==> src/rtl/unified_mem_arb_pkg.sv <==
// Shared types and constants for the unified memory arbiter.
//   arb_state_t : arbiter FSM state (IDLE / BUSY)
//   owner_t     : which requester owns the outstanding access
//   DEF_MEM_LAT : default issue-to-data latency of the memory macro
//   LAT_CNT_W   : width of the latency counter (covers MEM_LAT 1..15)
//   sat_inc16   : saturating 16-bit increment for the wait counters
package unified_mem_arb_pkg;

    typedef enum logic {
        IDLE = 1'b0,
        BUSY = 1'b1
    } arb_state_t;

    typedef enum logic [1:0] {
        OWN_NONE = 2'd0,
        OWN_IF   = 2'd1,
        OWN_DM   = 2'd2
    } owner_t;

    localparam int DEF_MEM_LAT = 2;
    localparam int LAT_CNT_W   = 4;

    function automatic logic [15:0] sat_inc16(input logic [15:0] v);
        return (v == 16'hFFFF) ? v : v + 16'd1;
    endfunction

endpackage

==> src/rtl/unified_mem_arb_if.sv <==
// Bus bundle between the cpu pipeline, the arbiter and the memory macro.
//   Fetch side : if_req/if_addr in, if_gnt/if_rvalid/if_rdata out
//   Data side  : dm_req/dm_we/dm_addr/dm_wdata in, dm_gnt/dm_rvalid/dm_rdata out
//   Memory side: mem_en/mem_we/mem_addr/mem_wdata out, mem_rdata in
//   stall      : pipeline freeze
// modport slave  : the arbiter's view
// modport master : the environment's view (pipeline + memory macro)
// A requester keeps req and its payload stable while its access is
// outstanding. In its rvalid cycle the pipeline is released, so req and the
// payload already describe the requester's next access (or req is low); a
// req still high in that cycle is taken as a new request.
interface unified_mem_arb_if #(
    parameter int ADDR_W = 16,
    parameter int DATA_W = 16
);
    logic              if_req;
    logic [ADDR_W-1:0] if_addr;
    logic              if_gnt;
    logic              if_rvalid;
    logic [DATA_W-1:0] if_rdata;

    logic              dm_req;
    logic              dm_we;
    logic [ADDR_W-1:0] dm_addr;
    logic [DATA_W-1:0] dm_wdata;
    logic              dm_gnt;
    logic              dm_rvalid;
    logic [DATA_W-1:0] dm_rdata;

    logic              mem_en;
    logic              mem_we;
    logic [ADDR_W-1:0] mem_addr;
    logic [DATA_W-1:0] mem_wdata;
    logic [DATA_W-1:0] mem_rdata;

    logic              stall;

    modport slave (
        input  if_req, if_addr,
        input  dm_req, dm_we, dm_addr, dm_wdata,
        input  mem_rdata,
        output if_gnt, if_rvalid, if_rdata,
        output dm_gnt, dm_rvalid, dm_rdata,
        output mem_en, mem_we, mem_addr, mem_wdata,
        output stall
    );

    modport master (
        output if_req, if_addr,
        output dm_req, dm_we, dm_addr, dm_wdata,
        output mem_rdata,
        input  if_gnt, if_rvalid, if_rdata,
        input  dm_gnt, dm_rvalid, dm_rdata,
        input  mem_en, mem_we, mem_addr, mem_wdata,
        input  stall
    );
endinterface

==> src/rtl/unified_mem_arb_mem_lat_timer.sv <==
// mem_lat_timer: counts the cycles of the outstanding memory access.
//   clk, rst_n : clock, asynchronous active-low reset (count -> 0)
//   load       : access issued this cycle; count restarts at 0
//   run        : an access is outstanding; count advances until done
//   done       : count == MEM_LAT-1, i.e. this is the completion cycle
module mem_lat_timer
    import unified_mem_arb_pkg::*;
#(
    parameter int MEM_LAT = DEF_MEM_LAT
) (
    input  logic clk,
    input  logic rst_n,
    input  logic load,
    input  logic run,
    output logic done
);
    localparam logic [LAT_CNT_W-1:0] LAST = LAT_CNT_W'(MEM_LAT - 1);

    logic [LAT_CNT_W-1:0] count_q, count_d;

    assign done = (count_q == LAST);

    always_comb begin
        count_d = count_q;
        if (load) begin
            count_d = '0;
        end else if (run && !done) begin
            count_d = count_q + 1'b1;
        end
    end

    always_ff @(posedge clk or negedge rst_n) begin
        if (!rst_n) count_q <= '0;
        else        count_q <= count_d;
    end
endmodule

==> src/rtl/unified_mem_arb.sv <==
// unified_mem_arb: shares one single-ported memory between IF-stage fetch
// and MEM-stage load/store. Data beats fetch (the MEM-stage instruction is
// older). One access is outstanding at a time; the next one may issue in the
// completion cycle of the current one, giving one access per MEM_LAT cycles.
//   clk, rst_n  : clock, asynchronous active-low reset
//   bus         : unified_mem_arb_if.slave (fetch, data, memory, stall)
//   perf_if_wait, perf_dm_wait : saturating wait-cycle counters, present
//                 only when UMA_PERF_CNT_EN is defined
// Parameters: ADDR_W, DATA_W, MEM_LAT (legal 1..15).
module unified_mem_arb
    import unified_mem_arb_pkg::*;
#(
    parameter int ADDR_W  = 16,
    parameter int DATA_W  = 16,
    parameter int MEM_LAT = DEF_MEM_LAT
) (
    input  logic clk,
    input  logic rst_n,
    unified_mem_arb_if.slave bus
`ifdef UMA_PERF_CNT_EN
    ,
    output logic [15:0] perf_if_wait,
    output logic [15:0] perf_dm_wait
`endif
);
    arb_state_t state_q, state_d;
    owner_t     owner_q, owner_d;

    logic lat_done;
    logic complete;
    logic issue_slot;
    logic grant_dm;
    logic grant_if;
    logic issue;
    logic if_rvalid;
    logic dm_rvalid;

    mem_lat_timer #(.MEM_LAT(MEM_LAT)) u_timer (
        .clk   (clk),
        .rst_n (rst_n),
        .load  (issue),
        .run   (state_q == BUSY),
        .done  (lat_done)
    );

    // Arbitration and next state. Issue is gated by rst_n so that nothing
    // leaves the block while reset is held, even with requests pending.
    always_comb begin
        complete   = (state_q == BUSY) && lat_done;
        issue_slot = rst_n && ((state_q == IDLE) || complete);
        grant_dm   = issue_slot && bus.dm_req;
        grant_if   = issue_slot && bus.if_req && !bus.dm_req;
        issue      = grant_dm || grant_if;

        state_d = state_q;
        owner_d = owner_q;
        if (issue) begin
            state_d = BUSY;
            owner_d = grant_dm ? OWN_DM : OWN_IF;
        end else if (complete) begin
            state_d = IDLE;
            owner_d = OWN_NONE;
        end
    end

    always_ff @(posedge clk or negedge rst_n) begin
        if (!rst_n) begin
            state_q <= IDLE;
            owner_q <= OWN_NONE;
        end else begin
            state_q <= state_d;
            owner_q <= owner_d;
        end
    end

    // Memory strobe and payload follow the decision combinationally and are
    // held at 0 outside issue cycles. Read data is passed through only in the
    // owner's completion cycle.
    always_comb begin
        if_rvalid = complete && (owner_q == OWN_IF);
        dm_rvalid = complete && (owner_q == OWN_DM);

        bus.if_gnt    = grant_if;
        bus.dm_gnt    = grant_dm;
        bus.mem_en    = issue;
        bus.mem_we    = grant_dm && bus.dm_we;
        bus.mem_addr  = '0;
        bus.mem_wdata = '0;
        if (grant_dm) begin
            bus.mem_addr  = bus.dm_addr;
            bus.mem_wdata = bus.dm_wdata;
        end else if (grant_if) begin
            bus.mem_addr  = bus.if_addr;
        end

        bus.if_rvalid = if_rvalid;
        bus.dm_rvalid = dm_rvalid;
        bus.if_rdata  = if_rvalid ? bus.mem_rdata : '0;
        bus.dm_rdata  = dm_rvalid ? bus.mem_rdata : '0;

        // Released in the completion cycle so the pipeline advances with
        // the returning data.
        bus.stall = rst_n && ((bus.if_req && !if_rvalid) ||
                              (bus.dm_req && !dm_rvalid));
    end

`ifdef UMA_PERF_CNT_EN
    logic [15:0] perf_if_wait_q, perf_if_wait_d;
    logic [15:0] perf_dm_wait_q, perf_dm_wait_d;

    always_comb begin
        perf_if_wait_d = perf_if_wait_q;
        perf_dm_wait_d = perf_dm_wait_q;
        if (bus.if_req && !if_rvalid) perf_if_wait_d = sat_inc16(perf_if_wait_q);
        if (bus.dm_req && !dm_rvalid) perf_dm_wait_d = sat_inc16(perf_dm_wait_q);
    end

    always_ff @(posedge clk or negedge rst_n) begin
        if (!rst_n) begin
            perf_if_wait_q <= '0;
            perf_dm_wait_q <= '0;
        end else begin
            perf_if_wait_q <= perf_if_wait_d;
            perf_dm_wait_q <= perf_dm_wait_d;
        end
    end

    assign perf_if_wait = perf_if_wait_q;
    assign perf_dm_wait = perf_dm_wait_q;
`endif
endmodule

==> src/flat_wrapper.sv <==
// flat-port wrapper written by rule: the top's interface ports become plain ports
module unified_mem_arb_flat import unified_mem_arb_pkg::*;
#(
    parameter int ADDR_W  = 16,
    parameter int DATA_W  = 16,
    parameter int MEM_LAT = DEF_MEM_LAT
)
  (clk, rst_n, bus_if_req, bus_if_addr, bus_dm_req, bus_dm_we, bus_dm_addr, bus_dm_wdata, bus_mem_rdata, bus_if_gnt, bus_if_rvalid, bus_if_rdata, bus_dm_gnt, bus_dm_rvalid, bus_dm_rdata, bus_mem_en, bus_mem_we, bus_mem_addr, bus_mem_wdata, bus_stall);
  unified_mem_arb_if #(.ADDR_W(ADDR_W), .DATA_W(DATA_W)) bus_i ();
  input  logic clk;
  input  logic rst_n;
  input wire logic [$bits(bus_i.if_req)-1:0] bus_if_req;
  input wire logic [$bits(bus_i.if_addr)-1:0] bus_if_addr;
  input wire logic [$bits(bus_i.dm_req)-1:0] bus_dm_req;
  input wire logic [$bits(bus_i.dm_we)-1:0] bus_dm_we;
  input wire logic [$bits(bus_i.dm_addr)-1:0] bus_dm_addr;
  input wire logic [$bits(bus_i.dm_wdata)-1:0] bus_dm_wdata;
  input wire logic [$bits(bus_i.mem_rdata)-1:0] bus_mem_rdata;
  output wire logic [$bits(bus_i.if_gnt)-1:0] bus_if_gnt;
  output wire logic [$bits(bus_i.if_rvalid)-1:0] bus_if_rvalid;
  output wire logic [$bits(bus_i.if_rdata)-1:0] bus_if_rdata;
  output wire logic [$bits(bus_i.dm_gnt)-1:0] bus_dm_gnt;
  output wire logic [$bits(bus_i.dm_rvalid)-1:0] bus_dm_rvalid;
  output wire logic [$bits(bus_i.dm_rdata)-1:0] bus_dm_rdata;
  output wire logic [$bits(bus_i.mem_en)-1:0] bus_mem_en;
  output wire logic [$bits(bus_i.mem_we)-1:0] bus_mem_we;
  output wire logic [$bits(bus_i.mem_addr)-1:0] bus_mem_addr;
  output wire logic [$bits(bus_i.mem_wdata)-1:0] bus_mem_wdata;
  output wire logic [$bits(bus_i.stall)-1:0] bus_stall;
  assign bus_i.if_req = bus_if_req;
  assign bus_i.if_addr = bus_if_addr;
  assign bus_i.dm_req = bus_dm_req;
  assign bus_i.dm_we = bus_dm_we;
  assign bus_i.dm_addr = bus_dm_addr;
  assign bus_i.dm_wdata = bus_dm_wdata;
  assign bus_i.mem_rdata = bus_mem_rdata;
  assign bus_if_gnt = bus_i.if_gnt;
  assign bus_if_rvalid = bus_i.if_rvalid;
  assign bus_if_rdata = bus_i.if_rdata;
  assign bus_dm_gnt = bus_i.dm_gnt;
  assign bus_dm_rvalid = bus_i.dm_rvalid;
  assign bus_dm_rdata = bus_i.dm_rdata;
  assign bus_mem_en = bus_i.mem_en;
  assign bus_mem_we = bus_i.mem_we;
  assign bus_mem_addr = bus_i.mem_addr;
  assign bus_mem_wdata = bus_i.mem_wdata;
  assign bus_stall = bus_i.stall;
  unified_mem_arb #(.ADDR_W(ADDR_W), .DATA_W(DATA_W), .MEM_LAT(MEM_LAT)) u_core (.clk(clk), .rst_n(rst_n), .bus(bus_i));
endmodule
==> config.mk <==
export PLATFORM = sky130hd
export DESIGN_NAME = unified_mem_arb_flat
export DESIGN_NICKNAME = d
export VERILOG_FILES = /design/src/rtl/unified_mem_arb_pkg.sv /design/src/rtl/unified_mem_arb_if.sv /design/src/rtl/unified_mem_arb_mem_lat_timer.sv /design/src/rtl/unified_mem_arb.sv /design/src/flat_wrapper.sv
export SDC_FILE = /design/constraint.sdc
export NUM_CORES = 1
export LEC_CHECK = 0
export ABC_AREA = 0
export CORE_MARGIN = 8
export CORE_UTILIZATION = 22
export CTS_CLUSTER_DIAMETER = 120
export DETAILED_ROUTE_END_ITERATION = 7
export GPL_ROUTABILITY_DRIVEN = 1
export GPL_TIMING_DRIVEN = 0
export MAX_ROUTING_LAYER = met4
export PLACE_DENSITY = 0.85
export SYNTH_ARGS = -nofsm -noshare
export SYNTH_HDL_FRONTEND = slang
export SYNTH_SLANG_ARGS = --single-unit
==> constraint.sdc <==
create_clock -name clk -period 1.74 [get_ports clk]
set_input_delay 0.348 -clock clk [delete_from_list [all_inputs] [get_ports clk]]
set_output_delay 0.348 -clock clk [all_outputs]
set_load 0.01 [all_outputs]
==> flow_metrics.py <==
metrics = {
    "outcome": {
        "run_status": "finished with violations",
        "violations": "setup timing",
    },
    "cts": {
        "h-tree-depth": 1,
        "tritoncts": "done",
        "cts_num_sinks": 7,
        "numCtsBuffers": 3,
        "clock_latency_ns": 0.23,
        "path_clk_slew_ns": 0.04,
        "cts_root_buf": "clkbuf_8",
        "cts_buffer_depth": 2,
    },
    "critical_path": {
        "path_class": "register to output pin",
        "end_kind": "output pin",
        "crit_required_ns": 1.39,
        "critPathArrivalTime_ns": 1.87,
        "cp_max_fo": 8,
        "startpoint_type": "register",
    },
    "layout": {
        "drive_gt1_share_pct": 51.9,
        "area_growth_pct": 206,
        "antenna_cells": 0,
        "layout.nets": 384,
        "final_area_um2": 3080,
        "seq_area_um2": 178,
        "multi_input_area_um2": 948,
        "nFillCells": 336,
    },
    "synth": {
        "yosysWarnings": 0,
        "synth-async-reset-ratio_pct": 100,
        "avgSynthCellArea_um2": 7.19,
        "synthFlopType": "dfrtp_1",
        "synth_top_area_share_pct": 30.4,
        "synth-seq-area-share_pct": 17.4,
        "syn_area_um2": 1010,
        "synth_edf_count": 0,
        "netlist-cell-type-count": 28,
        "synth.largest_area_cell": "and2_1",
        "synth_seq_cells": 7,
        "netlist_top_cells_area": "and2_1 (30%), dfrtp_1 (17%), a22oi_1 (12%)",
        "synthesis.nets": 211,
        "syn_inst": 140,
    },
    "timing": {
        "final.period_utilization_pct": 127,
        "fmax_ghz": 0.451,
        "finalCriticalPeriod_ns": 2.22,
        "finalSetupTns_ns": -25.76,
        "slew_violations": 0,
        "max_slew_margin_pct": 65.5,
        "setup_ws_ns": -0.478,
        "setup_viol": 71,
        "tightest_slew_ns": 0.517,
        "skew_ns": 0.00104,
        "rsz0062_at_grt": "yes",
        "hold_viol": 0,
    },
    "floorplan": {
        "die_x_um": 83.7,
        "fp-row-count": 24,
        "initial_core_util_pct": 23.0,
        "die_height_um": 83.7,
        "die-area_um2": 7000,
        "ios": 140,
        "core-area_um2": 4380,
    },
    "hold_path": {
        "hp-class": "input port to asynchronous set/reset pin",
    },
    "place": {
        "port_buffers": 139,
        "pre_cts_ws_ns": -1.00,
        "place_area_um2": 2540,
        "gp_congestion": 0.801,
        "dp_hpwl_mm": 4.67,
    },
    "drt": {
        "drc_errors": 0,
        "drt_wl_total_mm": 6.37,
        "first_pass_iters": 4,
        "viasPerCell": 4.71,
        "num_vias": 1713,
        "drt_iter0_drc": 44,
        "wl_per_cell_um": 17.5,
        "ant_nets": 0,
    },
    "power_and_ir_drop": {
        "power_switching_mw": 0.994,
        "seqPwrFrac_pct": 13.6,
        "power.share.clock_pct": 9.1,
        "powerDensity_nw_per_um2": 854,
        "p_leak_nw": 1.44,
        "combPwrFrac_pct": 77.3,
        "p_sw_share_pct": 37.8,
        "peakVddDrop_mv": 0.506,
        "p_int_mw": 1.64,
    },
    "global_route": {
        "grt_first_pass_wirelength_mm": 9.52,
        "grt.total_usage_pct": 16.6,
        "grt_pass1_vias": 1876,
        "grt_max_degree": 13,
        "gr-total-overflow": 0,
        "grt_antenna_before_repair": 0,
    },
    "run": {
        "drv_cap": 0,
    },
}
-- final cells by class --
type,instances,share of cell area [%]
Timing Repair Buffer,168,56.2
Buffer,9,3.25
Multi-Input combinational cell,121,30.8
Sequential cell,7,5.77
Inverter,3,0.366
Tap cell,52,2.11
Clock buffer,4,1.46
-- critical path: stages, from the launching register on --
cell	delay, ns
dfrtp_1	0.39
inv_2	0.07
ha_4	0.14
or3b_4	0.41
a21oi_4	0.16
buf_6	0.15
buf_6	0.10
and2_4	0.13
buf_6	0.09
-- cell families after synthesis --
group	after synthesis	share of synthesized area, %
simple gates	86	51.7
compound gates	32	22.0
buf+inv	12	5.59
flops	7	17.4
fa+ha+maj	2	2.48
xor+xnor	1	0.870
-- state kept, by name, indices dropped and copies added, names as in the netlist --
signal and cells:
u_core.state_q 1, u_core.owner_q 2, u_core.u_timer.count_q 4
-- cell usage in the layout (no fill, tap or decap), drive strengths merged, types with 6 or more instances in the layout --
cell type,Yosys,routed
a22oi,16,16
clkbuf,2,6
nand2,6,6
and2,49,49
nor2,20,20
dlygate4sd2,0,18
o21ai,7,7
clkdlybuf4s50,0,65
dfrtp,7,7
a21oi,6,6
buf,7,91
-- synth_stat cells, drive strengths merged, types with 2 or more instances --
library cell	n
o21ai	7
buf	7
clkbuf	2
and2	49
nand2b	2
a22oi	16
a21oi	6
ha	2
or3	2
nor2	20
inv	3
dfrtp	7
nand3	2
nand2	6
-- power groups by stage --
stage	registers, mW	clock network, mW	logic, mW
2_1_floorplan	0.326	0	0.766
3_3_place_gp	0.342	0	1.40
3_5_place_dp	0.353	0	1.44
4_1_cts	0.350	0.238	1.83
5_1_grt	0.367	0.251	2.18
6_report	0.358	0.240	2.03
-- repair_timing --
action,CTS,global route
buffers inserted,25,5
pin swaps,24,13
hold buffers,0,0
gates resized for setup,319,59
gates cloned,1,0
endpoints found under the setup margin,71,76
-- stage by stage --
step           utilization (%)  power (mW)  hold WS [ns]  instances
3_3_place_gp              57.8        1.74         0.509        331
4_1_cts                   64.6        2.42         0.188        361
5_1_grt                   70.2        2.79         0.226        364
6_report                  70.2        2.63         0.192        364
2_1_floorplan                -        1.09        0.0524        140
3_5_place_dp              57.8        1.79         0.531        331
-- path summary, 6_finish.rpt --
kind / depth (start not counted) / end / slack (ns) / startpoint
max: 8 / bus_mem_we / -0.48 / u_core.u_timer.count_q[1]$_DFFE_PN0P_
min: 1 / u_core.u_timer.count_q[1]$_DFFE_PN0P_ / 0.19 / rst_n
max reg2reg: 7 / u_core.u_timer.count_q[0]$_DFFE_PN0P_ / 0 / u_core.u_timer.count_q[1]$_DFFE_PN0P_
min reg2reg: 2 / u_core.owner_q[0]$_DFFE_PN0P_ / 0.53 / u_core.owner_q[0]$_DFFE_PN0P_
max in group asynchronous: 1 / u_core.u_timer.count_q[0]$_DFFE_PN0P_ / 1.17 / rst_n
min in group clk: 2 / u_core.owner_q[0]$_DFFE_PN0P_ / 0.53 / u_core.owner_q[0]$_DFFE_PN0P_
-- metal layers --
layer / vias to the layer above / part of all wire (%) / global-route usage, %
li1: 816 / - / -
met1: 788 / 41 / 17.8
met2: 104 / 50 / 29.5
met3: 5 / 7.1 / 4.49
met4: 0 / 0.99 / 4.08
met5: - / 0 / -
Power figures use the tool's default switching activity.
